--- config.mk ---
export PLATFORM = sky130hd
export DESIGN_NAME = fetch_unit
export DESIGN_NICKNAME = d
export VERILOG_FILES = /design/src/rtl/riscv_pkg.sv /design/src/rtl/if_id_reg.sv /design/src/rtl/fetch_unit.sv
export SDC_FILE = /design/constraint.sdc
export NUM_CORES = 1
export LEC_CHECK = 0
export ABC_AREA = 1
export BUFFER_PORTS_ARGS = -buffer_cell sky130_fd_sc_hd__buf_2
export CAP_MARGIN = 5
export CORE_MARGIN = 1
export CORE_UTILIZATION = 40
export CTS_BUF_LIST = sky130_fd_sc_hd__clkbuf_16
export DETAILED_ROUTE_END_ITERATION = 8
export PLACE_DENSITY = 0.69
export SYNTH_ARGS = -nofsm -noshare
export SYNTH_HDL_FRONTEND = slang
export SYNTH_SLANG_ARGS = --single-unit
--- constraint.sdc ---
create_clock -name clk -period 3.55 [get_ports clk]
set_input_delay 0.5325 -clock clk [delete_from_list [all_inputs] [get_ports clk]]
set_output_delay 0.5325 -clock clk [all_outputs]
set_load 0.1 [all_outputs]
--- src/rtl/riscv_pkg.sv ---
// Shared RV32 front-end constants, the IF/ID payload type and a PC increment helper.
package riscv_pkg;

   localparam int unsigned XLEN = 32;
   localparam int unsigned ILEN = 32;

   // Canonical bubble: addi x0, x0, 0
   localparam logic [ILEN-1:0] NOP_INSTR = 32'h0000_0013;

   localparam logic [XLEN-1:0] DEFAULT_RESET_PC = 32'h0000_0000;

   // Contents of the IF/ID pipeline register
   typedef struct packed {
      logic            valid;
      logic [XLEN-1:0] pc;
      logic [XLEN-1:0] pc4;
      logic [ILEN-1:0] instr;
   } if_id_t;

   // Sequential PC, wraps modulo 2^XLEN
   function automatic logic [XLEN-1:0] pc_plus4(input logic [XLEN-1:0] pc);
      return pc + XLEN'(4);
   endfunction

endpackage

--- src/rtl/if_id_reg.sv ---
// IF/ID pipeline register: load captures a new fetch, flush inserts a bubble
// while keeping the PC fields, neither holds. Flush wins over load.
module if_id_reg
   import riscv_pkg::*;
#(
   parameter logic [ILEN-1:0] NOP_INSTR = riscv_pkg::NOP_INSTR
) (
   input  logic            clk,
   input  logic            rst,
   input  logic            load,
   input  logic            flush,
   input  logic            valid_in,
   input  logic [XLEN-1:0] pc_in,
   input  logic [XLEN-1:0] pc4_in,
   input  logic [ILEN-1:0] instr_in,
   output logic            valid,
   output logic [XLEN-1:0] pc,
   output logic [XLEN-1:0] pc4,
   output logic [ILEN-1:0] instr
);

   if_id_t q;

   // Pipeline register update
   always_ff @(posedge clk or posedge rst) begin
      if (rst) begin
         q.valid <= 1'b0;
         q.pc    <= '0;
         q.pc4   <= '0;
         q.instr <= NOP_INSTR;
      end else if (flush) begin
         q.valid <= 1'b0;
         q.instr <= NOP_INSTR;
      end else if (load) begin
         q.valid <= valid_in;
         q.pc    <= pc_in;
         q.pc4   <= pc4_in;
         q.instr <= instr_in;
      end
   end

   assign valid = q.valid;
   assign pc    = q.pc;
   assign pc4   = q.pc4;
   assign instr = q.instr;

endmodule

--- src/rtl/fetch_unit.sv ---
// Instruction fetch stage: PC register, redirect/stall control, IF/ID register.
// FETCH_MISALIGN_CHECK_EN: when defined, a misaligned redirect target sets a
// sticky fetch_fault and suppresses valid fetches until reset; when undefined,
// redirect targets are word-aligned on load and fetch_fault is tied low.
module fetch_unit
   import riscv_pkg::*;
#(
   parameter logic [XLEN-1:0] RESET_PC  = riscv_pkg::DEFAULT_RESET_PC,
   parameter logic [ILEN-1:0] NOP_INSTR = riscv_pkg::NOP_INSTR
) (
   input  logic            clk,
   input  logic            rst,
   input  logic            stall,
   input  logic            redirect,
   input  logic [XLEN-1:0] redirect_pc,
   output logic [XLEN-1:0] imem_addr,
   input  logic [ILEN-1:0] imem_data,
   output logic            if_id_valid,
   output logic [XLEN-1:0] if_id_pc,
   output logic [XLEN-1:0] if_id_pc4,
   output logic [ILEN-1:0] if_id_instr,
   output logic            fetch_fault
);

   logic [XLEN-1:0] pc_q;
   logic [XLEN-1:0] pc_d;
   logic [XLEN-1:0] pc4_c;
   logic [XLEN-1:0] target_c;
   logic            fetch_ok_c;
   logic            load_c;

   assign pc4_c     = pc_plus4(pc_q);
   assign imem_addr = pc_q;

`ifdef FETCH_MISALIGN_CHECK_EN
   logic fault_q;

   assign target_c   = redirect_pc;
   assign fetch_ok_c = ~fault_q;

   // Sticky fault on any redirect to a non-word-aligned target
   always_ff @(posedge clk or posedge rst) begin
      if (rst) begin
         fault_q <= 1'b0;
      end else if (redirect && (redirect_pc[1:0] != 2'b00)) begin
         fault_q <= 1'b1;
      end
   end

   assign fetch_fault = fault_q;
`else
   logic unused_low_bits;

   assign unused_low_bits = ^redirect_pc[1:0];
   assign target_c        = {redirect_pc[XLEN-1:2], 2'b00};
   assign fetch_ok_c      = 1'b1;
   assign fetch_fault     = 1'b0;
`endif

   // Next PC: redirect beats stall, otherwise advance by one word
   always_comb begin
      pc_d = pc_q;
      if (redirect) begin
         pc_d = target_c;
      end else if (!stall) begin
         pc_d = pc4_c;
      end
   end

   // PC register
   always_ff @(posedge clk or posedge rst) begin
      if (rst) begin
         pc_q <= RESET_PC;
      end else begin
         pc_q <= pc_d;
      end
   end

   assign load_c = ~redirect & ~stall;

   if_id_reg #(
      .NOP_INSTR (NOP_INSTR)
   ) u_if_id (
      .clk      (clk),
      .rst      (rst),
      .load     (load_c),
      .flush    (redirect),
      .valid_in (fetch_ok_c),
      .pc_in    (pc_q),
      .pc4_in   (pc4_c),
      .instr_in (imem_data),
      .valid    (if_id_valid),
      .pc       (if_id_pc),
      .pc4      (if_id_pc4),
      .instr    (if_id_instr)
   );

endmodule

Yosys cells after proc, flatten, opt, wreduce, memory -nomap -nowiden
Index checks and enable logic that the tools add are counted.
{"block": "totals", "ff_bits": 129, "in_bits": 68}
{"block": "classes", "n_addsub": 1, "n_eq_ne": 1, "muxes": 5, "bitwise_logic": 3, "reduce_logical": 2}
{"op": "$mux 97", "count": 1}
{"op": "$mux 32", "count": 3}
{"op": "$add 32x3->32 const B", "count": 1}
{"op": "$ne 2x1->1 const B", "count": 1}
{"op": "$not 1->1", "count": 2}
{"op": "$reduce_and 2->1", "count": 1}
{"op": "$reduce_bool 2->1", "count": 1}
{"op": "$and 1x1->1", "count": 1}
{"op": "$mux 1", "count": 1}

Logic depth before layout (Yosys ltp)
Gate-level depths: netlist of the first run.
{"block": "logic_depth", "ltp_word": 4, "mapped_depth": 9, "depth_no_buf": 9}

Cells and area by module
From an unflattened synthesis of the first run, not the netlist that was laid out.
{"block": "hier_totals", "cells_unflattened": 783, "area_unflattened_um2": 6182.2}
{"module": "if_id_reg", "n_inst": 1, "cells_per_inst": 422, "area_each_um2": 3827.4, "seq_area_each_um2": 2431.1}
{"module": "fetch_unit", "n_inst": 1, "cells_per_inst": 361, "area_each_um2": 2354.8, "seq_area_each_um2": 750.7}

Least setup slack after synthesis of the first run
No wires, ideal clock.
{"block": "synth_timing", "path_kind": "reg-to-reg", "startpoint": "register pc_q[3] (netlist: imem_addr[3])", "endpoint": "register u_if_id.pc4[26] (netlist name)", "setup_ps": 120, "arrival_ps": 2047, "path_slack_ps": 1384, "stages_incl_launch_ff": 9, "path_buffers": 0, "period_less_slack_ps": 2166, "path_cell_list": "dfrtp_1 ha_1 nand2_2 nor2_8 nand2_4 nor2_4 nand3_1 nand3_2 nand2_1"}
{"block": "synth_via", "elab_chain_cells": 1}
{"element": "from (decl)", "line_no": "fetch_unit.sv:25", "text": "logic [XLEN-1:0] pc_q;"}
{"element": "from (signal assigned)", "line_no": "fetch_unit.sv:75", "text": "pc_q <= pc_d;"}
{"element": "$add 32x3->32", "line_no": "riscv_pkg.sv:22", "text": "return pc + XLEN'(4);"}
No other way between the ends.
A chain may end at the register's enable or synchronous reset.

Worst setup path in the final report of the first run
{"block": "layout_timing", "startpoint": "register pc_q[13] (netlist: imem_addr[13])", "endpoint": "output imem_addr[13]"}
{"element": "to (decl)", "line_no": "fetch_unit.sv:16", "text": "output logic [XLEN-1:0] imem_addr,"}
No word-level cell between the ends.

==> load_flow_metrics.sql, run 1 <==
INSERT INTO impl_metrics (metric_group, metric, value, unit) VALUES
('status', 'outcome', 'complete, no violations', ''),
('cts', 'clock_path_buffers', '2', ''),
('timing', 'tns', '0', 'ns'),
('synth', 'synth-seq-area-share', '55.7', '%'),
('synth', 'synth_most_common_cell', 'nand2_1', ''),
('critical_path', 'worst_path_largest_cell_delay', '0.48', 'ns'),
('synth', 'number_of_flip_flops_and_latches_in_the_synthesized_netlist', '123', ''),
('critical_path', 'critical_path_peak_fanout', '6', ''),
('cts', 'cts_buffers', '17', ''),
('critical_path', 'critical_path_class', 'reg2out', ''),
('cts', 'cts_repair_resize_count', '0', ''),
('critical_path', 'crit_path_start', 'imem_addr[13]', ''),
('finish', 'final_design_area_no_fill', '0.00715', 'mm2'),
('place', 'post-place-cells', '977', ''),
('critical_path', 'timing.critical_path.cells', 'buf_2', ''),
('timing', 'finalCritPeriodShare', '53.6', '%'),
('route', 'wl_per_cell', '15.1', 'um'),
('cts', 'cts-root-buf', 'clkbuf_16', ''),
('synth', 'synth-xor-area-share', '0.316', '%'),
('synth', 'synthDominantAreaCellType', 'dfrtp_1', ''),
('synth', 'synth_adder_area_share', '0.226', '%'),
('timing', 'worst_slew_pin_slew', '0.785', 'ns'),
('finish', 'fin_cells', '1007', ''),
('place', 'postPlaceCellArea', '0.00662', 'mm2'),
('job', 'maxCapViolations', '0', ''),
('timing', 'finalHoldWorstSlack', '0.216', 'ns'),
('die', 'ios', '198', ''),
('route', 'drc', '0', ''),
('grt', 'global_route.usage.total', '22.8', '%'),
('pwr', 'power.total', '5.07', 'mW'),
('grt', 'grt_max_degree', '63', ''),
('critical_path', 'timing.critical_path.to', 'imem_addr[13]', ''),
('critical_path', 'end_kind', 'output pin', ''),
('die', 'die_area', '0.0143', 'mm2'),
('timing', 'timing.final.setup_violations', '0', ''),
('route', 'post_drt_via_cell_ratio', '4.90', ''),
('finish', 'drive_gt1_share', '30.2', '%'),
('cts', 'clock_sinks', '123', ''),
('route', 'antenna_violating_nets_post_route', '0', ''),
('synth', 'synth-async-reset-ratio', '100', '%'),
('cts', 'cts_tree', 'built', ''),
('finish', 'final_util', '53.6', '%'),
('critical_path', 'critPathSlowestCell', 'buf_2', ''),
('critical_path', 'reg2reg_depth', '8', ''),
('place', 'place_ws', '1.34', 'ns'),
('die', 'die_width', '120', 'um'),
('pwr', 'cellLeakagePower', '3.91', 'nW'),
('grt', 'global_route.overflow_total', '0', ''),
('critical_path', 'path_delay_family', 'buffers and inverters', ''),
('die', 'chipHeight', '120', 'um'),
('cts', 'postCtsSetupBuffers', '0', ''),
('finish', 'area.growth.synth_to_final', '29.2', '%'),
('timing', 'timing.final.crit_period', '1.90', 'ns'),
('critical_path', 'critPathRequiredTime', '3.02', 'ns'),
('timing', 'max_clock_freq', '525', 'MHz'),
('timing', 'final-hold-violation-count', '0', ''),
('timing', 'rsz0062_at_grt', 'no', ''),
('critical_path', 'timing.critical_path.buf_inv', '1', ''),
('synth', 'synth_enable_flop_cells', '0', ''),
('grt', 'antenna_found_initial', '0', ''),
('pwr', 'power.density_cell_area', '709', 'mW/mm2'),
('synth', 'distinct_cells_synth', '27', ''),
('grt', 'grt_pass1_wl', '24800', 'um'),
('critical_path', 'arrival', '1.37', 'ns'),
('die', 'placement_rows', '42', ''),
('timing', 'worst_slew_margin_rel', '47.6', '%'),
('grt', 'number_of_global_route_vias_before_repair', '4771', ''),
('synth', 'synth.top_cell.area_share', '54.2', '%'),
('critical_path', 'timing.rr.end', 'imem_addr[12]', ''),
('die', 'core_region_area', '0.0133', 'mm2'),
('finish', 'num_antenna_cells', '0', '');
-- cells in the final DEF, fill, tap and decap left out, types with 6 or more instances in the layout --
| master | netlist | routed |
|---|---|---|
| nand3_1 | 48 | 48 |
| clkbuf_16 | 0 | 17 |
| conb_1 | 1 | 7 |
| buf_2 | 14 | 188 |
| nand2_1 | 234 | 234 |
| clkinv_2 | 0 | 6 |
| inv_1 | 47 | 48 |
| nor2_1 | 29 | 29 |
| a22o_1 | 29 | 29 |
| o21ai_0 | 49 | 49 |
| dfrtp_1 | 120 | 120 |
| nor2_4 | 7 | 7 |
-- cells by family after synthesis --
family	Yosys count
buffers and inverters	82
other	1
and+or+nand+nor	337
xor gates and xnor gates	2
DFF	123
adders and majority gates	1
AOI/OAI and AO/OA	87
-- area by class of cell --
type                       count  area [um2]
clock buffer                  17         425
clock inverter                13         113
fill                        1293        6190
inverter                      50         191
multi-input combinational    434        2110
sequential                   123        3080
tap                          176         220
timing repair buffer         194        1010
-- worst reg2reg max path: stages (launching register included) --
cell	delay [ns]
dfrtp_1	0.44
ha_1	0.23
nand2_2	0.11
nor2_8	0.15
nand2_4	0.12
nor2_4	0.20
nand2_1	0.07
nand3_1	0.14
nand3_1	0.09
-- where the power goes --
part,switching [mW],internal [mW],leakage [nW],total (mW)
combinational,1.54,0.243,2.08,1.78
sequential,0.128,1.57,1.55,1.69
clock,0.595,1.00,0.275,1.60
-- state kept, by name (all words and copies together) (netlist names) --
signal and count:
u_if_id.instr 32, imem_addr 30, u_if_id.pc4 30, u_if_id.pc 30
u_if_id.valid 1
-- worst min-delay path by stage --
stage | startpoint | endpoint | depth (start not counted)
2_1_floorplan | redirect_pc[7] | imem_addr[7] | 2
3_3_place_gp | u_if_id.pc[4] | u_if_id.pc[4] | 2
5_1_grt | rst | u_if_id.pc[28] | 2
4_1_cts | rst | u_if_id.pc4[27] | 2
6_report | rst | imem_addr[27] | 2
3_5_place_dp | u_if_id.pc[6] | u_if_id.pc[6] | 2
-- layer usage --
layer | GRT usage, % | vias to the layer above | routed length, um | share of wire, %
li1 | - | 2393 | - | -
met1 | 30.3 | 2360 | 6800 | 45
met2 | 36.0 | 149 | 7250 | 48
met3 | 5.09 | 29 | 811 | 5.3
met4 | 9.06 | 0 | 357 | 2.3
met5 | 0 | - | 0 | 0
(Power assumes the default switching activity.)
==> run 2, diff against run 1 <==
ABC_AREA = 0   (was 1)
PLACE_DENSITY = 0.66   (was 0.69)
clock period = 1.81 ns   (was 3.55 ns; I/O delays follow)
==> run 2 against run 1 <==
  * Clock-buffer cell count unchanged
  * Flip-flop and latch count is the same
  * Largest cell class unchanged
  * Die area increased by 4.6%
  * Final cell count up 5.0%
  * Sequential power up 94%
  * The flow now finishes with violations (negative hold slack, negative setup slack)
  * Non-clock buffer count is 91 higher
  * Synthesized cell count is 3.0% lower
  * Worst setup slack worse by 1.9 ns
  * Hold slack got worse by 0.25 ns
  * Clock power rose by 110%
  * Utilization rose by 5.7 points
==> load_flow_metrics.sql, run 2 <==
INSERT INTO impl_metrics (metric_group, metric, value, unit) VALUES
('die', 'die_area', '0.0150', 'mm2'),
('die', 'placement_rows', '43', ''),
('place', 'gpl.final_weighted_congestion', '0.875', ''),
('timing', 'timing.final.ws_setup', '-0.219', 'ns'),
('timing', 'final.setup_skew', '0.00675', 'ns'),
('timing', 'rsz0062_at_grt', 'yes', ''),
('grt', 'grt_max_degree', '124', ''),
('finish', 'finalNetCount', '932', ''),
('route', 'drt_wl_total', '17600', 'um'),
('timing', 'timing_max_transition_violations_final', '0', ''),
('grt', 'grt_pass1_wl', '27700', 'um'),
('timing', 'finalCritPeriodShare', '112', '%'),
('route', 'iteration_0_drc_markers', '248', ''),
('die', 'chipHeight', '122', 'um'),
('pwr', 'cellLeakagePower', '4.02', 'nW'),
('synth', 'synth_cells', '614', ''),
('synth', 'number_of_flip_flops_and_latches_in_the_synthesized_netlist', '123', ''),
('synth', 'synth_ff_type', 'dfrtp_1', ''),
('finish', 'drive_gt1_share', '42.5', '%'),
('critical_path', 'critical_path.startpoint_type', 'flip-flop', ''),
('grt', 'global_route.overflow_total', '0', ''),
('place', 'dpl.hpwl', '12300', 'um'),
('critical_path', 'critical_path_peak_fanout', '9', ''),
('die', 'initial_core_util', '41.4', '%'),
('place', 'port_buffer_cells', '188', ''),
('synth', 'ys_top_cells_by_area', 'dfrtp_1, nand2_1, mux2i_1, nor2_1, or4_1', ''),
('timing', 'worst_slew_pin_slew', '0.765', 'ns'),
('timing', 'max_clock_freq', '493', 'MHz'),
('synth', 'synth_area', '0.00579', 'mm2'),
('synth', 'yosys_warnings', '0', ''),
('synth', 'synth.cells.most_frequent', 'nand2_1, dfrtp_1, nor2_1, o21ai_0, clkbuf_1', ''),
('pwr', 'power.density_cell_area', '1270', 'mW/mm2'),
('job', 'maxCapViolations', '0', ''),
('finish', 'final_cell_mix', 'buf_2, nand2_1, dfrtp_1, buf_4, nor2_1', ''),
('synth', 'synth-seq-area-share', '53.2', '%'),
('finish', 'largest_register_ff_count', '32', ''),
('critical_path', 'arrival', '2.35', 'ns'),
('cts', 'clkLatencyLatePin', '0.41', 'ns'),
('critical_path', 'critPathRequiredTime', '2.13', 'ns'),
('timing', 'finalHoldWorstSlack', '-0.0326', 'ns'),
('die', 'die_width', '122', 'um'),
('finish', 'fin_cells', '1057', ''),
('cts', 'htree_num_levels', '4', ''),
('min_path', 'hp-class', 'in2async', ''),
('grt', 'antenna_found_initial', '1', ''),
('cts', 'cts.reportedPaths.clkPinSlew', '0.05', 'ns'),
('route', 'vias', '5446', ''),
('synth', 'synthDominantAreaCellType', 'dfrtp_1', ''),
('cts', 'clock_path_buffers', '2', ''),
('timing', 'timing.final.crit_period', '2.03', 'ns'),
('cts', 'cts_tree', 'built', ''),
('cts', 'cts_buffers', '17', ''),
('status', 'violations', 'negative hold slack, negative setup slack', ''),
('route', 'wl_per_cell', '16.7', 'um'),
('cts', 'cts-root-buf', 'clkbuf_16', ''),
('synth', 'synth-async-reset-ratio', '100', '%'),
('synth', 'post_synth.cell_area_avg', '9.44', 'um2'),
('critical_path', 'critical_path_class', 'reg2reg', ''),
('status', 'outcome', 'complete, but fails checks', ''),
('grt', 'global_route.usage.total', '24.3', '%'),
('synth', 'synth_enable_flop_cells', '0', ''),
('timing', 'final-hold-violation-count', '16', ''),
('route', 'antenna_violating_nets_post_route', '0', ''),
('synth', 'synth_most_common_cell', 'nand2_1', ''),
('pwr', 'vdd.ir_drop.worst', '0.698', 'mV'),
('route', 'post_drt_via_cell_ratio', '5.15', ''),
('finish', 'layout_commonest_cell', 'buf_2', ''),
('grt', 'number_of_global_route_vias_before_repair', '5503', ''),
('synth', 'distinct_cells_synth', '41', ''),
('timing', 'tns', '-2.88', 'ns'),
('die', 'core_region_area', '0.0140', 'mm2'),
('cts', 'clock_sinks', '123', ''),
('synth', 'synth.top_cell.area_share', '51.8', '%'),
('pwr', 'power.total', '10.5', 'mW'),
('critical_path', 'end_kind', 'flip-flop', ''),
('place', 'post-place-cells', '1008', ''),
('route', 'drc', '0', ''),
('die', 'ios', '198', ''),
('place', 'postPlaceCellArea', '0.00742', 'mm2'),
('finish', 'max_flop_register', 'u_if_id.instr', ''),
('finish', 'area.growth.synth_to_final', '43.1', '%'),
('route', 'firstDrtPassIters', '4', ''),
('timing', 'worst_slew_margin_rel', '49.0', '%'),
('timing', 'timing.final.setup_violations', '30', ''),
('finish', 'final_design_area_no_fill', '0.00829', 'mm2');
==> run 2: timing repair <==
action | 4_1_cts | 5_1_grt
gates resized for setup | 13 | 23
pin swaps | 11 | 10
hold buffers | 0 | 0
endpoints found under the setup margin | 31 | 35
setup buffers | 9 | 8
==> run 2: cells by family (layout without fill, tap and decap cells) <==
group                    after synthesis  count (layout)  synth area share (%)
adder cells (fa/ha/maj)                1               1                 0.216
flip-flops                           123             123                  53.2
buffers and inverters                 66             322                  5.40
AO/OA/AOI/OAI                         91              91                  9.52
AND/OR/NAND/NOR                      274             274                  22.1
other                                  1               8                0.0647
multiplexers                          33              33                  5.70
XOR/XNOR                              25              25                  3.78
==> run 2: area by class of cell <==
class	count	area, um2
clock inverters	15	164
multi-input cells	431	2580
diodes	1	2.50
inverters	5	22.5
clock buffers	17	425
fillers	1238	5700
repair buffers	285	1750
well taps	180	225
flip-flops and latches	123	3110
==> run 2: final timing paths <==
kind | from | slack, ns | endpoint | depth (start not counted)
worst max-delay path | imem_addr[11] | -0.22 | imem_addr[28] | 5
worst min-delay path | rst | -0.03 | u_if_id.pc[3] | 3
worst max register to register | imem_addr[11] | -0.22 | imem_addr[28] | 5
worst min register to register | u_if_id.pc[12] | 0.47 | u_if_id.pc[12] | 2
max in group asynchronous | rst | 1.14 | imem_addr[23] | 3
min in group clk | redirect_pc[3] | 0.07 | imem_addr[3] | 3
==> run 2: report_power, final <==
group / internal [mW] / leakage (nW) / switching [mW]
Sequential: 3.07 / 1.48 / 0.211
Clock: 2.25 / 0.299 / 1.19
Combinational: 0.694 / 2.24 / 3.08
Total: 6.02 / 4.02 / 4.48
==> run 2: layer usage <==
metal / up-vias / global-route usage [%] / part of all wire [%]
met2: 210 / 39.3 / 48
li1: 2606 / - / -
met5: - / 0 / 0
met3: 21 / 7.02 / 7.7
met1: 2609 / 30.6 / 43
met4: 0 / 9.60 / 1.7
==> run 2: worst max-delay path: stages, from the launching register on <==
cell and delay, ns:
dfrtp_2 0.43, nand4_4 0.13, buf_6 0.13, or4_4 0.59
or4_4 0.46, a31oi_2 0.19
==> run 2: metrics by stage <==
step | setup WS, ns | utilization (%)
after global placement | -0.130 | 53.0
final | -0.219 | 59.3
after global routing | -0.286 | 59.2
after floorplan | -0.544 | -
after CTS | -0.201 | 58.1
after detailed placement | -0.193 | 53.0
